## config.mk

```make
export PLATFORM = sky130hd
export DESIGN_NAME = result_drain
export DESIGN_NICKNAME = d
export VERILOG_FILES = /design/src/rtl/result_drain.sv
export SDC_FILE = /design/constraint.sdc
export NUM_CORES = 1
export LEC_CHECK = 0
export CAP_MARGIN = 20
export CORE_MARGIN = 5
export CORE_UTILIZATION = 50
export CTS_BUF_LIST = sky130_fd_sc_hd__clkbuf_2
export CTS_CLUSTER_SIZE = 20
export DETAILED_ROUTE_END_ITERATION = 7
export GPL_TIMING_DRIVEN = 0
export PLACE_DENSITY = 0.81
export SLEW_MARGIN = 20
export SYNTH_ARGS = -nofsm -noshare
export SYNTH_HDL_FRONTEND = slang
export SYNTH_SLANG_ARGS = --single-unit
```

## constraint.sdc

```tcl
create_clock -name Clk -period 2.2 [get_ports Clk]
set_clock_uncertainty 0.15 [all_clocks]
set_input_delay 0.44 -clock Clk [delete_from_list [all_inputs] [get_ports Clk]]
set_output_delay 0.44 -clock Clk [all_outputs]
set_load 0.02 [all_outputs]
```

## src/rtl/result_drain.sv

```systemverilog
// Snapshots all LANES partial-sum lanes on capture_req and streams them one per
// beat over valid/ready. Optional ReLU+saturate at capture: RESULT_DRAIN_RELU_SAT_EN.
module result_drain #(
   parameter int  DATA_WIDTH = 8,
   parameter int  BLOCK_SIZE = 4,
   parameter int  ARRAY_SIZE = 4,
   localparam int LANES      = BLOCK_SIZE * ARRAY_SIZE,
   localparam int OUT_WIDTH  = 4 * DATA_WIDTH,
   localparam int LW         = $clog2(LANES)
) (
   input  logic                       Clk,
   input  logic                       rst,
   input  logic [LANES*OUT_WIDTH-1:0] Array_Output_flat,
   input  logic                       capture_req,
   output logic                       capture_busy,
   output logic                       out_valid,
   input  logic                       out_ready,
   output logic [OUT_WIDTH-1:0]       out_data,
   output logic [LW-1:0]              out_lane,
   output logic                       out_last,
   output logic                       drain_done,
   output logic                       overrun_err,
   input  logic                       clear_err
);

   typedef enum logic [1:0] {IDLE, DRAIN, DONE} state_t;

`ifdef RESULT_DRAIN_RELU_SAT_EN
   localparam logic [OUT_WIDTH-1:0] SAT_MAX = OUT_WIDTH'((64'd1 << DATA_WIDTH) - 64'd1);

   function automatic logic [OUT_WIDTH-1:0] relu_sat(input logic [OUT_WIDTH-1:0] v);
      if (v[OUT_WIDTH-1])  return '0;
      else if (v > SAT_MAX) return SAT_MAX;
      else                  return v;
   endfunction
`endif

   state_t                             state_q, state_d;
   logic [LW-1:0]                      lane_q, lane_d;
   logic [LANES-1:0][OUT_WIDTH-1:0]    shadow_q, shadow_d;
   logic                               valid_q, valid_d;
   logic                               busy_q, busy_d;
   logic                               last_q, last_d;
   logic                               done_q, done_d;
   logic                               err_q, err_d;

   always_comb begin
      state_d  = state_q;
      lane_d   = lane_q;
      shadow_d = shadow_q;
      valid_d  = valid_q;
      busy_d   = busy_q;
      done_d   = 1'b0;
      case (state_q)
         IDLE: begin
            if (capture_req) begin
               for (int i = 0; i < LANES; i++) begin
`ifdef RESULT_DRAIN_RELU_SAT_EN
                  shadow_d[i] = relu_sat(Array_Output_flat[i*OUT_WIDTH +: OUT_WIDTH]);
`else
                  shadow_d[i] = Array_Output_flat[i*OUT_WIDTH +: OUT_WIDTH];
`endif
               end
               state_d = DRAIN;
               lane_d  = '0;
               valid_d = 1'b1;
               busy_d  = 1'b1;
            end
         end
         DRAIN: begin
            // out_valid is always high here, so out_ready alone completes the beat
            if (out_ready) begin
               if (lane_q == LW'(LANES-1)) begin
                  state_d = DONE;
                  lane_d  = '0;
                  valid_d = 1'b0;
                  busy_d  = 1'b0;
                  done_d  = 1'b1;
               end else begin
                  lane_d = lane_q + 1'b1;
               end
            end
         end
         DONE:    state_d = IDLE;
         default: state_d = IDLE;
      endcase
      last_d = valid_d && (lane_d == LW'(LANES-1));
      // a request outside IDLE is dropped but flagged; set beats clear
      if (capture_req && state_q != IDLE) err_d = 1'b1;
      else if (clear_err)                 err_d = 1'b0;
      else                                err_d = err_q;
   end

   always_ff @(posedge Clk or negedge rst) begin
      if (!rst) begin
         state_q  <= IDLE;
         lane_q   <= '0;
         shadow_q <= '0;
         valid_q  <= 1'b0;
         busy_q   <= 1'b0;
         last_q   <= 1'b0;
         done_q   <= 1'b0;
         err_q    <= 1'b0;
      end else begin
         state_q  <= state_d;
         lane_q   <= lane_d;
         shadow_q <= shadow_d;
         valid_q  <= valid_d;
         busy_q   <= busy_d;
         last_q   <= last_d;
         done_q   <= done_d;
         err_q    <= err_d;
      end
   end

   assign out_data     = shadow_q[lane_q];
   assign out_lane     = lane_q;
   assign out_valid    = valid_q;
   assign out_last     = last_q;
   assign capture_busy = busy_q;
   assign drain_done   = done_q;
   assign overrun_err  = err_q;

endmodule

```

==> results of run 1 <==
cell usage after synthesis, types with 2 or more instances:
master    count
a221oi_1     33
buf_12        2
inv_1         3
mux2_2      513
nor2_1        3
dfrtp_1     523
o21ai_0      26
o21ai_1      10
nor2b_1       3
buf_2        18
mux2i_1     128
a21oi_1       3
buf_4        45
buf_6        26
o211ai_1     32
a22oi_1      32
nand4_1       3
nand2_1      38
mux4_2       64
clkbuf_1     25
logic make-up after synthesis:
group / Yosys count / share of synthesized area, %
adders and majority gates: 1 / 0.0527
buffers and inverters: 120 / 3.68
DFF: 523 / 55.2
and+or+nand+nor: 55 / 1.06
muxes: 705 / 35.8
AOI/OAI and AO/OA: 140 / 4.20
stage by stage:
stage,area (µm²),setup slack [ps]
global placement,30100,-24050
detailed placement,30200,-1440
floorplan,23700,-51.8
==> reports/metrics.cfg, run 1 <==
[cts]
cts-resized-gates=420
clock_path_buffers=3
h-tree-depth=4
cts.sinks=523
postCtsHoldBufs=595
postCtsSetupBuffers=27
cts_buffers=139
clock-root-buffer=clkbuf_2

[synth]
synth_top_area_share_pct=55.2
ys_seq_area_share_pct=55.2
synthArstFlopShare_pct=100
syn_nets=2062
syn_avg_cell_area_um2=15.4
yosysTopAreaCell=dfrtp_1
dominantRegCellSynth=dfrtp_1
synth_edf_count=0
ys_seq_elements=523
yosys-top-cells-area=dfrtp_1, mux2_2, mux4_2
synth_area_um2=23700
yosysWarnings=0
synth.distinct_cells=34
synthCells=1544

[floorplanning]
start_util_pct=50.7
pin_count=558
die_h_um=228
dieWidth_um=228
fp-row-count=79

[place]
gp_congestion=0.881
port_buffers=557
dp.cells=2713
hpwl_mm=61.3

[status]
failed_stage=clock tree synthesis (4_1_cts)
status=did not finish
error=[ERROR RSZ-0060] Max buffer count reached.

==> inputs of run 2 (changes only) <==
Settings changed: CORE_UTILIZATION 50 to 35, CTS_BUF_LIST sky130_fd_sc_hd__clkbuf_2 to default, CTS_CLUSTER_SIZE 20 to default, PLACE_DENSITY 0.81 to default, PLACE_DENSITY_LB_ADDON from default to 0.15.
==> run 2 against run 1 <==
The flow now finishes, with violations (negative setup slack). Synthesized cell count stayed put. Synthesized area unchanged.
==> reports/metrics.cfg, run 2 <==
[hold_path]
hp-class=input port to asynchronous set/reset pin

[timing]
fin_crit_sh_pct=152
drv_slew=0
setup_slack_ps=-1150
setup_viol=32
rsz0062_at_grt=yes
post-route-min-period_ps=3350
hold_viol_final=0
fmax_mhz=298
slew_headroom_pct=50.5
tightest_slew_ps=739
final.setup.tns_ps=-31700

[pwr]
p_leak_nw=14.2
total_power_w=0.0491
cellPowerDensity_nw_per_um2=1460
ir_worst_vdd_mv=0.747

[worst_setup_path]
cp.arrival_ps=2760
r2r-end=shadow_q[52]
cp_common_cell=buf_6
path_cells=buf_12 > buf_12 > buf_6 > buf_6 > mux4_2 > o211ai_1 > nand2_1 > buf_6
path_max_fanout=6
r2r_cells=5
critPathMaxStageDelay_ps=510
reg2reg_slack_ps=50
worst_path_max_delay_cell=o211ai_1
end_kind=primary output
cp-start-kind=flop
required_ps=1610
crit_type=flop to primary output
rr_startpoint=state_q[1]

[status]
status=finished with violations
failed_checks=negative setup slack

[final_layout]
largest_reg_flops=512
nNetsFinal=2721
fill_cells=5713
final_common_cell=dfrtp_1
register_area_um2=13100
multi_input_area_um2=10300
area_growth_pct=42.3
fin_area_um2=33700
drive_above_1_share_pct=41.0
fin_util_pct=50.3
regMostFlops=shadow_q
final_cell_mix=dfrtp_1, clkdlybuf4s50_1, mux2_2, mux2i_1, mux4_2

[floorplanning]
pin_count=558
fp-row-count=95
dieWidth_um=270
die_area_um2=73100
die_h_um=270
core_area_um2=67200
start_util_pct=35.3

[synth]
synth.distinct_cells=34
netlist_top_cells_count=dfrtp_1, mux2_2, mux2i_1, mux4_2, buf_4
yosys-top-cells-area=dfrtp_1, mux2_2, mux4_2
dominantRegCellSynth=dfrtp_1
synth_area_um2=23700
yosysTopAreaCell=dfrtp_1
syn_nets=2062
ys_seq_area_share_pct=55.2
ys_seq_elements=523
yosysMostFrequentCell=dfrtp_1
synthArstFlopShare_pct=100
synthCells=1544
synth_top_area_share_pct=55.2
syn_avg_cell_area_um2=15.4
yosysWarnings=0
synth_edf_count=0

[drt]
num_vias=16100
drc=0
wl_met2_mm=44.5
met3_length_mm=5.21
routed.top_layer=met5
wl_met1_mm=36.7
vias_per_cell=5.14
wl_mm=88.9
wl_per_cell_um=28.3
antenna_left=0
first_pass_iters=5
drt_iter0_markers=773

[grt]
grt_use_total_pct=23.8
first_global_vias=18100
grt_max_degree=99
grt_pass1_wl_mm=128
antenna_found_initial=34
gr-total-overflow=0

[job]
cap_violations=0

[cts]
cts_buffers=59
cts.sinks=523
h-tree-depth=2
clk_latency_ps=620
clk_pin_slew_worst_paths_ps=60
cts_tree=yes
clock_path_buffers=3
clock-root-buffer=clkbuf_16

[place]
port_buffers=557
hpwl_mm=67.9
dp_slack_ps=-1740
dpl-instance-area_um2=30600
gp_congestion=0.825

-- run 2: cell counts after synthesis --
No cell type changed its count.
-- run 2: area by class of cell --
type | count | share of cell area, %
flip-flops and latches | 523 | 38.8
inverters | 3 | 0.0334
diodes | 17 | 0.126
clock inverters | 13 | 0.541
repair buffers | 598 | 18.2
well taps | 873 | 3.24
multi-input cells | 901 | 30.4
clock buffers | 94 | 5.15
plain buffers | 117 | 3.52
-- run 2: what timing repair did --
action	4_1_cts	5_1_grt
hold buffers	1	0
cloned	1	0
resized for setup	397	48
setup endpoints to repair	530	46
buffers inserted	26	9
pin swaps	51	46
endpoints found under the hold margin	100	0
-- run 2: cells by family (layout without fill, tap and decap cells) --
logic type,after synthesis,in the layout,synth area share (%)
and+or+nand+nor,55,55,1.06
adders and majority gates,1,1,0.0527
DFF,523,523,55.2
other,0,17,0
AOI/OAI and AO/OA,140,140,4.20
muxes,705,705,35.8
buffers and inverters,120,825,3.68
-- run 2: worst max path at each step --
stage	start	endpoint	slack [ps]
2_1_floorplan	out_lane[2]	out_data[10]	-50
3_3_place_gp	rst	out_lane[0]	-25070
3_5_place_dp	out_lane[2]	out_data[9]	-1740
4_1_cts	out_lane[0]	out_data[19]	-1340
5_1_grt	out_lane[0]	out_data[19]	-1240
6_report	out_lane[0]	out_data[23]	-1150
-- run 2: through the flow --
stage	hold WS, ps	cells
floorplan	-5.59	1544
global placement	333	2974
detailed placement	241	2980
CTS	167	3115
global route	218	3133
finish	184	3139
-- run 2: report_power, final --
| group | switching (W) | internal, W | leakage [nW] |
|---|---|---|---|
| Combinational | 0.0106 | 0.0120 | 6.87 |
| Sequential | 0.00240 | 0.0143 | 6.42 |
| Clock | 0.00406 | 0.00584 | 0.937 |
-- run 2: critical path, delay by kind of cell, from the launching register on --
kind / cells / cell delay [ps]
flops: 1 / 420
compound gates: 1 / 510
simple gates: 1 / 140
mux: 1 / 410
buf+inv: 5 / 660
-- run 2: layer usage --
metal / vias to the layer above / GRT usage (%)
met5: - / 0
met4: 32 / 7.60
met3: 122 / 6.39
met2: 396 / 40.3
met1: 8447 / 29.8
li1: 7139 / -
(Power assumes the default switching activity.)
==> inputs of run 3 (changes only) <==
Settings changed: CAP_MARGIN 20 to 40.
==> run 3 against run 2 <==
Global-route usage is 0.22 points lower. Highest routed layer unchanged. Setup slack worse by 18 ps. Register-to-register slack better by 20 ps. Maximum frequency is 0.54% lower. Routed wire length is 0.45% higher. Final area is 0.54% higher. Sequential power hardly changed. Largest power group unchanged. Clock power is 5% higher. Combinational power hardly changed. The flow still finishes with violations (negative setup slack).
==> reports/metrics.cfg, run 3 (synthesis results as in run 2) <==
[cts]
cts_tree=yes
clock_path_buffers=3
clock-root-buffer=clkbuf_16
cts_buffers=60
clk_pin_slew_worst_paths_ps=60
cts.sinks=523
clk_latency_ps=630
h-tree-depth=2

[drt]
first_pass_iters=6
wl_per_cell_um=28.2
num_vias=16300
antenna_left=0
drt_iter0_markers=812
drc=0
vias_per_cell=5.17
wl_mm=89.3

[status]
status=finished with violations
failed_checks=negative setup slack

[timing]
setup_slack_ps=-1170
fmax_mhz=297
rsz0062_at_grt=yes
slew_headroom_pct=50.5
drv_slew=0
fin_crit_sh_pct=153
post-route-min-period_ps=3370
setup_viol=32
tightest_slew_ps=740
final.setup.tns_ps=-32980
hold_viol_final=0

[floorplanning]
fp-row-count=95
dieWidth_um=270
die_h_um=270
core_area_um2=67200
start_util_pct=35.3
die_area_um2=73100
pin_count=558

[worst_setup_path]
critPathBufInv=3
end_kind=primary output
crit_type=flop to primary output
r2r_cells=5
crit_cells=6
cp.arrival_ps=2780
critPathTopFamily=compound AO/OA/AOI/OAI gates
startpoint=out_lane[0]
path_cells=buf_12 > buf_12 > mux4_2 > o211ai_1 > nand2_1 > buf_6
worst_path_max_delay_cell=o211ai_1
critPathMaxStageDelay_ps=580
cp-start-kind=flop
rr_startpoint=state_q[1]
cp_common_cell=buf_12
path_max_fanout=7
required_ps=1610

[pwr]
pwr-share-comb_pct=45.5
ir_worst_vdd_mv=0.719
power_switching_share_pct=34.3
switchingPower_w=0.0171
clkPwrFrac_pct=21.0
p_int_w=0.0327
p_leak_nw=14.3
pwr-share-seq_pct=33.5
cellPowerDensity_nw_per_um2=1470
total_power_w=0.0497

[final_layout]
drive_above_1_share_pct=40.9
nNetsFinal=2730
regMostFlops=shadow_q
multi_input_area_um2=10100
register_area_um2=13100
fill_cells=5721
largest_reg_flops=512
area_growth_pct=43.1
final_cell_mix=dfrtp_1, clkdlybuf4s50_1, mux2_2, mux2i_1, buf_6
fin_util_pct=50.5
final_common_cell=dfrtp_1
fin_area_um2=33900

[grt]
grt_pass1_wl_mm=127
grt_use_total_pct=23.6
first_global_vias=18300
grt_max_degree=99
gr-total-overflow=0
antenna_found_initial=46

[hold_path]
hp-class=input port to asynchronous set/reset pin

[job]
cap_violations=0

[place]
gp_congestion=0.825
hpwl_mm=68.1
dpl-instance-area_um2=30600
dp_slack_ps=-1660
port_buffers=557

==> run 3: changes by cell type in the layout (fill, tap and decap cells not counted), sizes merged <==
cell    change
diode      +14
buf         +5
clkbuf      +5
clkinv      -5
bufinv      +2
inv         +2
==> run 3: layout make-up <==
cell class                 instances  area share [%]
clock inverter                    12           0.734
multi-input combinational        901            29.9
timing repair buffer             606            18.4
clock buffer                      96            5.35
tap                              873            3.22
antenna                           31           0.229
inverter                           3          0.0332
sequential                       523            38.6
buffer                           117            3.63
==> run 3: worst paths after layout <==
kind	endpoint	slack, ps
max	out_data[19]	-1170
min in group Clk	overrun_err	230
max in group asynchronous	shadow_q[240]	490
max reg2reg	shadow_q[89]	70
min reg2reg	shadow_q[310]	350
min	shadow_q[403]	170
==> run 3: per-layer routing <==
metal | track usage, % | part of all wire [%]
met4 | 9.37 | 3.6
met5 | 0 | 0.20
met3 | 6.27 | 5.9
met1 | 29.2 | 41
met2 | 39.4 | 49
==> run 3: through the flow <==
stage | hold slack (ps) | cells
CTS | 156 | 3116
finish | 175 | 3162
detailed placement | 240 | 2987
global placement | 333 | 2974
global route | 201 | 3152
floorplan | -5.59 | 1544
==> run 3: timing repair <==
item,CTS,global route
setup endpoints to repair,530,92
endpoints found under the hold margin,104,0
gates cloned,0,2
buffers inserted,20,14
hold buffers,1,0
resized for setup,366,68
pin swaps,31,33
==> run 3: power groups by stage <==
stage / clock [W] / combinational, W / sequential, W
after floorplan: 0 / 0.0125 / 0.0160
after global placement: 0 / 0.0195 / 0.0166
after detailed placement: 0 / 0.0199 / 0.0167
after CTS: 0.0107 / 0.0220 / 0.0166
after global routing: 0.0111 / 0.0240 / 0.0172
final: 0.0104 / 0.0226 / 0.0167
